**src/rtl/pc_sequencer.sv**
```systemverilog
// pc_sequencer
//   Multi-cycle control FSM that moves each instruction through
//   IF -> ID -> EX -> MEM -> WB and drives the 16-bit PC register.
//   The PC register sits outside this block: PCWre/newAddress feed it
//   and its output comes back in on currentAddress.
//
// Parameters
//   STEP            address increment per sequential instruction (mod 2^16)
//
// Ports
//   CLK             rising-edge clock
//   RESET           asynchronous, active-low reset
//   currentAddress  current PC value
//   imem_ready      instruction memory data valid this cycle (used in IF only)
//   dmem_ready      data memory access completes this cycle (used in MEM only)
//   op_class        decoded class, sampled in ID
//                   0 ALU, 1 LOAD, 2 STORE, 3 BRANCH, 4 JUMP, 5 HALT, 6/7 ALU
//   imm             branch offset (signed) or absolute jump target, sampled in ID
//   zero            ALU zero flag, sampled in EX
//   imem_req        instruction fetch request
//   IRWre           instruction register write strobe
//   dmem_req        data memory request
//   dmem_we         data memory write (store)
//   RegWre          register file write strobe
//   PCWre           PC write enable
//   newAddress      next PC value (seq whenever PCWre is low)
//   state           current FSM state (debug)
//   halted          FSM is parked in HALT
module pc_sequencer #(
  parameter int STEP = 1
) (
  input  logic        CLK,
  input  logic        RESET,
  input  logic [15:0] currentAddress,
  input  logic        imem_ready,
  input  logic        dmem_ready,
  input  logic [2:0]  op_class,
  input  logic [15:0] imm,
  input  logic        zero,
  output logic        imem_req,
  output logic        IRWre,
  output logic        dmem_req,
  output logic        dmem_we,
  output logic        RegWre,
  output logic        PCWre,
  output logic [15:0] newAddress,
  output logic [2:0]  state,
  output logic        halted
);

  // State encoding (visible on the debug port, so keep these codes stable)
  localparam logic [2:0] S_IF   = 3'd0;
  localparam logic [2:0] S_ID   = 3'd1;
  localparam logic [2:0] S_EX   = 3'd2;
  localparam logic [2:0] S_MEM  = 3'd3;
  localparam logic [2:0] S_WB   = 3'd4;
  localparam logic [2:0] S_HALT = 3'd5;

  // Instruction classes
  localparam logic [2:0] OP_ALU    = 3'd0;
  localparam logic [2:0] OP_LOAD   = 3'd1;
  localparam logic [2:0] OP_STORE  = 3'd2;
  localparam logic [2:0] OP_BRANCH = 3'd3;
  localparam logic [2:0] OP_JUMP   = 3'd4;
  localparam logic [2:0] OP_HALT   = 3'd5;

  localparam logic [15:0] STEP_W = 16'(STEP);

  logic [2:0]  state_q, state_d;
  logic [2:0]  op_q;
  logic [15:0] imm_q;
  logic [2:0]  op_norm;
  logic [15:0] seq, br;

  // Unused class codes 6/7 collapse to ALU before anything looks at them,
  // so op_q only ever holds one of the six real classes.
  assign op_norm = (op_class > OP_HALT) ? OP_ALU : op_class;

  // Both adds wrap naturally at 16 bits; imm_q is a two's-complement offset.
  assign seq = currentAddress + STEP_W;
  assign br  = seq + imm_q;

  assign state = state_q;

  // Next state and strobes. Everything is a function of the current state
  // and the ready/flag inputs, then forced quiet while RESET is low so that
  // an in-flight request or PC write is dropped the moment reset falls.
  always_comb begin
    state_d    = state_q;
    imem_req   = 1'b0;
    IRWre      = 1'b0;
    dmem_req   = 1'b0;
    dmem_we    = 1'b0;
    RegWre     = 1'b0;
    PCWre      = 1'b0;
    newAddress = seq;
    halted     = 1'b0;

    case (state_q)
      S_IF: begin
        imem_req = 1'b1;
        if (imem_ready) begin
          IRWre   = 1'b1;
          state_d = S_ID;
        end
      end

      // op_q is still loading on this edge, so ID decides on the live inputs.
      S_ID: begin
        case (op_norm)
          OP_JUMP: begin
            PCWre      = 1'b1;
            newAddress = imm;
            state_d    = S_IF;
          end
          OP_HALT: state_d = S_HALT;
          default: state_d = S_EX;
        endcase
      end

      S_EX: begin
        case (op_q)
          OP_BRANCH: begin
            PCWre      = 1'b1;
            newAddress = zero ? br : seq;
            state_d    = S_IF;
          end
          OP_LOAD, OP_STORE: state_d = S_MEM;
          default:           state_d = S_WB;
        endcase
      end

      S_MEM: begin
        dmem_req = 1'b1;
        dmem_we  = (op_q == OP_STORE);
        if (dmem_ready) begin
          if (op_q == OP_STORE) begin
            // Stores have nothing to write back: retire straight from MEM.
            PCWre   = 1'b1;
            state_d = S_IF;
          end else begin
            state_d = S_WB;
          end
        end
      end

      S_WB: begin
        RegWre  = 1'b1;
        PCWre   = 1'b1;
        state_d = S_IF;
      end

      // Parked until reset; no strobes, no PC movement.
      S_HALT: halted = 1'b1;

      // Illegal codes 6/7: silent recovery to fetch.
      default: state_d = S_IF;
    endcase

    if (!RESET) begin
      imem_req   = 1'b0;
      IRWre      = 1'b0;
      dmem_req   = 1'b0;
      dmem_we    = 1'b0;
      RegWre     = 1'b0;
      PCWre      = 1'b0;
      halted     = 1'b0;
      newAddress = seq;
    end
  end

  always_ff @(posedge CLK or negedge RESET) begin
    if (!RESET) begin
      state_q <= S_IF;
      op_q    <= OP_ALU;
      imm_q   <= 16'h0000;
    end else begin
      state_q <= state_d;
      if (state_q == S_ID) begin
        op_q  <= op_norm;
        imm_q <= imm;
      end
    end
  end

endmodule

```
**config.mk**
```make
export PLATFORM = sky130hd
export DESIGN_NAME = pc_sequencer
export DESIGN_NICKNAME = d
export VERILOG_FILES = /design/src/rtl/pc_sequencer.sv
export SDC_FILE = /design/constraint.sdc
export NUM_CORES = 1
export LEC_CHECK = 0
export BUFFER_PORTS_ARGS = -buffer_cell sky130_fd_sc_hd__buf_2
export CORE_MARGIN = 2
export CORE_UTILIZATION = 40
export DETAILED_ROUTE_END_ITERATION = 7
export SYNTH_ARGS = -nofsm -noshare
export SYNTH_HDL_FRONTEND = slang
export SYNTH_SLANG_ARGS = --single-unit
```
**constraint.sdc**
```tcl
create_clock -name CLK -period 6.2 [get_ports CLK]
set_input_delay 1.24 -clock CLK [delete_from_list [all_inputs] [get_ports CLK]]
set_output_delay 1.24 -clock CLK [all_outputs]
set_load 0.02 [all_outputs]
```
## After elaboration in Yosys (flattened, before gate mapping)

Cells that the tools add are included.

| storage, ports and cells | value |
|---|---|
| register bits after elaboration | 22 |
| bits of input ports | 40 |
| output and inout port bits | 26 |
| word-level logic and storage cells | 53 |

| cells by class | value |
|---|---|
| add/sub/neg operators | 2 |
| $lt $le $gt $ge | 1 |
| eq/ne operators | 12 |
| muxes and demuxes | 31 |
| bitwise gates (word level) | 1 |
| reductions and logical operators | 3 |

Operator list:

| cell | count |
|---|---|
| 16-bit 2-to-1 mux | 4 |
| 16-bit one-hot mux with 2 select lines | 1 |
| 1-bit 2-to-1 mux | 18 |
| 16-bit by 1-bit adder with 16-bit output, second input constant | 1 |
| 16-bit adder | 1 |
| 3-bit one-hot mux with 5 select lines | 1 |
| 3-bit by 2-bit equality test with 1-bit output, second input constant | 4 |
| 3-bit equality test, second input constant | 4 |
| 3-bit 2-to-1 mux | 4 |
| 3-bit one-hot mux with 2 select lines | 2 |
| 3-bit by 1-bit equality test with 1-bit output, second input constant | 2 |
| 2-bit inequality test, second input constant | 2 |
| 1-bit one-hot mux with 4 select lines | 1 |
| 3-bit > comparator, second input constant | 1 |
| 3-bit logical NOT | 1 |
| 3-bit AND reduction | 1 |
| 2-bit OR reduction | 1 |
| 1-bit inverter | 1 |

## Logic depth before layout (Yosys ltp)

| depth | value |
|---|---|
| depth after elaboration | 6 |
| depth in mapped cells | 13 |
| depth with buffers taken out | 13 |

## Worst setup path after synthesis

No wires, ideal clock.

| timing | value |
|---|---|
| kind | in2out |
| start point | in currentAddress[0] |
| end point | out newAddress[15] |
| arrival | 3.759 ns |
| data required time | 4.960 ns |
| setup slack | 1.201 ns |
| stages | 12 |
| buffers on the path | 0 |
| cell sequence | ha_1 > and2_1 > nand4_1 > xnor2_1 > ha_1 > nand2_1 > a211o_1 > a311oi_1 > o21ai_1 > mux2i_1 > or4_1 > nand3_1 |

| on the way | value |
|---|---|
| cells in the longest elaborated chain, start to end | 6 |
| elaborated cells on any way between the ends | 7 |
| classes of those cells | 2 x add/sub; 5 x mux |

RTL lines:

| element | line | RTL |
|---|---|---|
| from (decl) | 34 | `input logic [15:0] currentAddress,` |
| 16-bit by 1-bit adder with 16-bit output (*) | 80 | `assign seq = currentAddress + STEP_W;` |
| 16-bit adder | 81 | `assign br = seq + imm_q;` |
| 16-bit 2-to-1 mux | 125 | `newAddress = zero ? br : seq;` |
| 16-bit 2-to-1 mux | 122 | `case (op_q)` |
| 16-bit one-hot mux with 2 select lines | 99 | `case (state_q)` |
| 16-bit 2-to-1 mux (*) | 160 | `if (!RESET) begin` |
| to (decl) | 46 | `output logic [15:0] newAddress,` |

Mark *: on every way between the ends. The rest lies on a longest branch, timed or not.

## Worst setup path after layout

Ends and elaborated chain as after synthesis.

==> qor.txt <==
====================================================================================
Path type of the worst min-delay path                                   flip-flop to flip-flop
Placer's final routability congestion estimate                                 0.901
Syn_nets                                                                         356
Die Width                                                                    81.3 um
Clock-pin slew on the worst setup and hold paths                               80 ps
Via density per instance                                                        5.75
Overall overflow remaining after global route                                      0
Chip Height                                                                  81.3 um
Max-capacitance violation count                                                    0
Critical path type                                                      primary input to output pin
Global-route wire length before repair                                      11100 um
PD cells                                                                  426 nW/um2
Via total after detailed routing                                                2488
Final number of max-transition violations                                          0
Initial standard-cell utilization of the core                                  40.8%
Number of remaining DRC errors                                                     0
Area of the die                                                             6600 um2
Detailed placer's ending HPWL                                                5170 um
Syn. warnings                                                                      0
Maximum buffer depth of the clock tree                                             2
Core utilization of the finished layout                                        48.7%
Proportion of synthesized chip area in sequential cells                        23.1%
Cts bufs inserted                                                                  3
Startpoint class of the critical path                                   primary input
Diodes inserted                                                                    0
Overall global routing resource usage                                          21.4%
Boundary pin count                                                                66
Maximum number of pins on one net before global-route repair                      28
Final nets                                                                       419
First-pass DRT Iterations                                                          5
Final Hold Violating Endpoints                                                     0
Count of flip-flops with a built-in enable after synthesis                         0
Clock sinks                                                                       22
Share of flip-flops with an asynchronous set or reset after synthesis           100%
Area overhead of the layout relative to synthesis                              19.3%
Post-synthesis cell type count                                                    50
Unrepaired setup endpoints after global routing                                   no
CTS resizes                                                                        0
Post-detailed-route count of antenna-violating nets                                0
Slew HR                                                                        36.1%
Critical path data arrival time                                              4360 ps
Post-CTS setup buffer count                                                        0
Worst Setup End Kind                                                      output pin
Post-detailed-route wirelength per cell                                      15.9 um
Number of setup violations in the final report                                     0
Maximum fanout along the worst path                                                6
Most used flip-flop cell after synthesis                                sky130_fd_sc_hd__dfrtp_1
Worst IR Drop VDD                                                             179 uV
Leakage power of the design                                                  1.36 nW
Synth Instances                                                                  296
Run status                                                              complete, no violations
CTS Root Cell                                                           sky130_fd_sc_hd__clkbuf_8
Mean instance size in the synthesized netlist                               8.07 um2
Share of the cycle needed by the critical path after routing                   90.4%
Iteration-0 DRC count of the detailed router                                     170
CTS tree                                                                         yes
Std-Cell Core Area                                                          5850 um2
Port bufs                                                                         65
Netlist Area Pre-Place                                                      2390 um2
Slew at the pin closest to its max-slew limit                                 955 ps
Post-route minimum period                                                    5600 ps
Number of rows created at floorplan                                               28
CTS Hold Bufs                                                                      0
Number of H-tree branching levels                                                  1
Number of global-route vias before repair                                       2301
Maximum clock rate                                                           179 MHz
Register bit total from synthesis                                                 22
Data required, critical path                                                 4960 ps
Later-pin clock latency in the skew report                                    270 ps
Number of antenna violations at the first check in global routing                  0
Setup TNS after final layout                                                    0 ps
Fin Clk Skew                                                                 5.97 ps
Final wirelength                                                             6900 um
Fraction of layout instances using a drive strength above 1                    25.7%
====================================================================================
==> cells in the final DEF (no fill, tap or decap), drive strengths merged, types with 3 or more instances in the layout <==
| master | n |
|---|---|
| ha | 19 |
| mux2 | 15 |
| nor2 | 21 |
| nand4 | 3 |
| nor3 | 5 |
| o21ai | 16 |
| a21o | 4 |
| nor2b | 4 |
| a21oi | 17 |
| o22ai | 10 |
| nand2 | 26 |
| xor2 | 11 |
| buf | 68 |
| a31oi | 5 |
| xnor2 | 15 |
| inv | 24 |
| and2 | 3 |
| a222oi | 9 |
| nand3 | 12 |
| o221ai | 4 |
| and3 | 7 |
| nand2b | 7 |
| dfrtp | 22 |
| clkbuf | 4 |
==> critical path: stages <==
cell,delay [ps]
sky130_fd_sc_hd__buf_2,140
sky130_fd_sc_hd__ha_1,220
sky130_fd_sc_hd__and2_1,260
sky130_fd_sc_hd__nand4_1,140
sky130_fd_sc_hd__xnor2_1,180
sky130_fd_sc_hd__ha_1,390
sky130_fd_sc_hd__nand2_1,100
sky130_fd_sc_hd__a211o_1,320
sky130_fd_sc_hd__a311oi_1,310
sky130_fd_sc_hd__o21ai_1,170
sky130_fd_sc_hd__mux2i_1,160
sky130_fd_sc_hd__or4_1,480
sky130_fd_sc_hd__nand3_1,90
sky130_fd_sc_hd__buf_2,160
==> through the flow <==
step / std cells / setup slack, ps / area [um2] / power (W) / hold WS (ps)
floorplan: 296 / 1200 / 2390 / 0.000895 / 485
global placement: 429 / 731 / 2790 / 0.00109 / 502
detailed placement: 429 / 622 / 2790 / 0.00110 / 502
CTS: 433 / 597 / 2850 / 0.00121 / 522
global route: 433 / 316 / 2850 / 0.00132 / 534
finish: 433 / 598 / 2850 / 0.00121 / 514
==> registers in the layout, summed over array words and instances (netlist names) <==
| signal | flops |
|---|---|
| state | 3 |
| imm_q | 16 |
| op_q | 3 |
==> path summary, 6_finish.rpt <==
check,from,end,slack [ps],cells past startpoint
setup reg to reg,state[1]$_DFFE_PN0P_,imm_q[6]$_DFFE_PN0P_,4320,4
setup / recovery,currentAddress[0],newAddress[15],600,14
hold reg to reg,imm_q[0]$_DFFE_PN0P_,imm_q[0]$_DFFE_PN0P_,510,1
max in group asynchronous,RESET,imm_q[3]$_DFFE_PN0P_,4960,2
hold / removal,imm_q[0]$_DFFE_PN0P_,imm_q[0]$_DFFE_PN0P_,510,1
min in group asynchronous,RESET,imm_q[15]$_DFFE_PN0P_,970,2
==> area by class of cell <==
type	instances	area, um2
tap	75	93.8
sequential	22	551
multi-input combinational	240	1710
timing repair buffer	68	348
fill	583	3000
inverter	24	90.1
clock buffer	4	55.1
==> routing by layer <==
metal / routed length [um] / GRT usage, % / up-vias
met5: 0 / 0 / -
met4: 29 / 2.88 / 0
met3: 370 / 3.56 / 4
met2: 3260 / 36.3 / 86
met1: 3240 / 29.2 / 1179
li1: - / - / 1219
==> cell usage after synthesis (2+ instances only) <==
cell type / n / area share (%)
sky130_fd_sc_hd__a211o_1: 2 / 0.73
sky130_fd_sc_hd__a21o_1: 4 / 1.3
sky130_fd_sc_hd__a21oi_1: 17 / 3.6
sky130_fd_sc_hd__a222oi_1: 9 / 3.8
sky130_fd_sc_hd__a311oi_1: 2 / 0.73
sky130_fd_sc_hd__a31oi_1: 5 / 1.3
sky130_fd_sc_hd__and2_1: 3 / 0.79
sky130_fd_sc_hd__and3_1: 6 / 1.6
sky130_fd_sc_hd__and4_1: 2 / 0.73
sky130_fd_sc_hd__clkbuf_1: 9 / 1.4
sky130_fd_sc_hd__dfrtp_1: 22 / 23
sky130_fd_sc_hd__ha_1: 19 / 10
sky130_fd_sc_hd__inv_1: 24 / 3.8
sky130_fd_sc_hd__mux2_2: 15 / 7.1
sky130_fd_sc_hd__mux2i_1: 2 / 0.84
sky130_fd_sc_hd__nand2_1: 26 / 4.1
sky130_fd_sc_hd__nand2b_1: 7 / 1.8
sky130_fd_sc_hd__nand3_1: 11 / 2.3
sky130_fd_sc_hd__nand4_1: 3 / 0.79
sky130_fd_sc_hd__nor2_1: 21 / 3.3
sky130_fd_sc_hd__nor2b_1: 4 / 1.0
sky130_fd_sc_hd__nor3_1: 4 / 0.84
sky130_fd_sc_hd__o21ai_0: 13 / 2.7
sky130_fd_sc_hd__o21ai_1: 3 / 0.63
sky130_fd_sc_hd__o221ai_1: 4 / 1.5
sky130_fd_sc_hd__o22ai_1: 10 / 2.6
sky130_fd_sc_hd__o31ai_1: 2 / 0.63
sky130_fd_sc_hd__xnor2_1: 15 / 5.5
sky130_fd_sc_hd__xor2_1: 11 / 4.0
==> logic make-up after synthesis <==
kind of cell,after synthesis,synth area share [%]
AOI/OAI and AO/OA,81,22.9
muxes,17,7.91
adders and majority gates,20,10.8
buffers and inverters,34,5.40
DFF,22,23.1
and+or+nand+nor,96,20.4
xor gates and xnor gates,26,9.54
==> power by group <==
part / switching [W] / internal (W) / leakage [nW]
sequential: 0.0000743 / 0.000215 / 0.265
clock: 0.0000522 / 0.0000568 / 0.0288
combinational: 0.000462 / 0.000353 / 1.07
(Power assumes the default switching activity.)
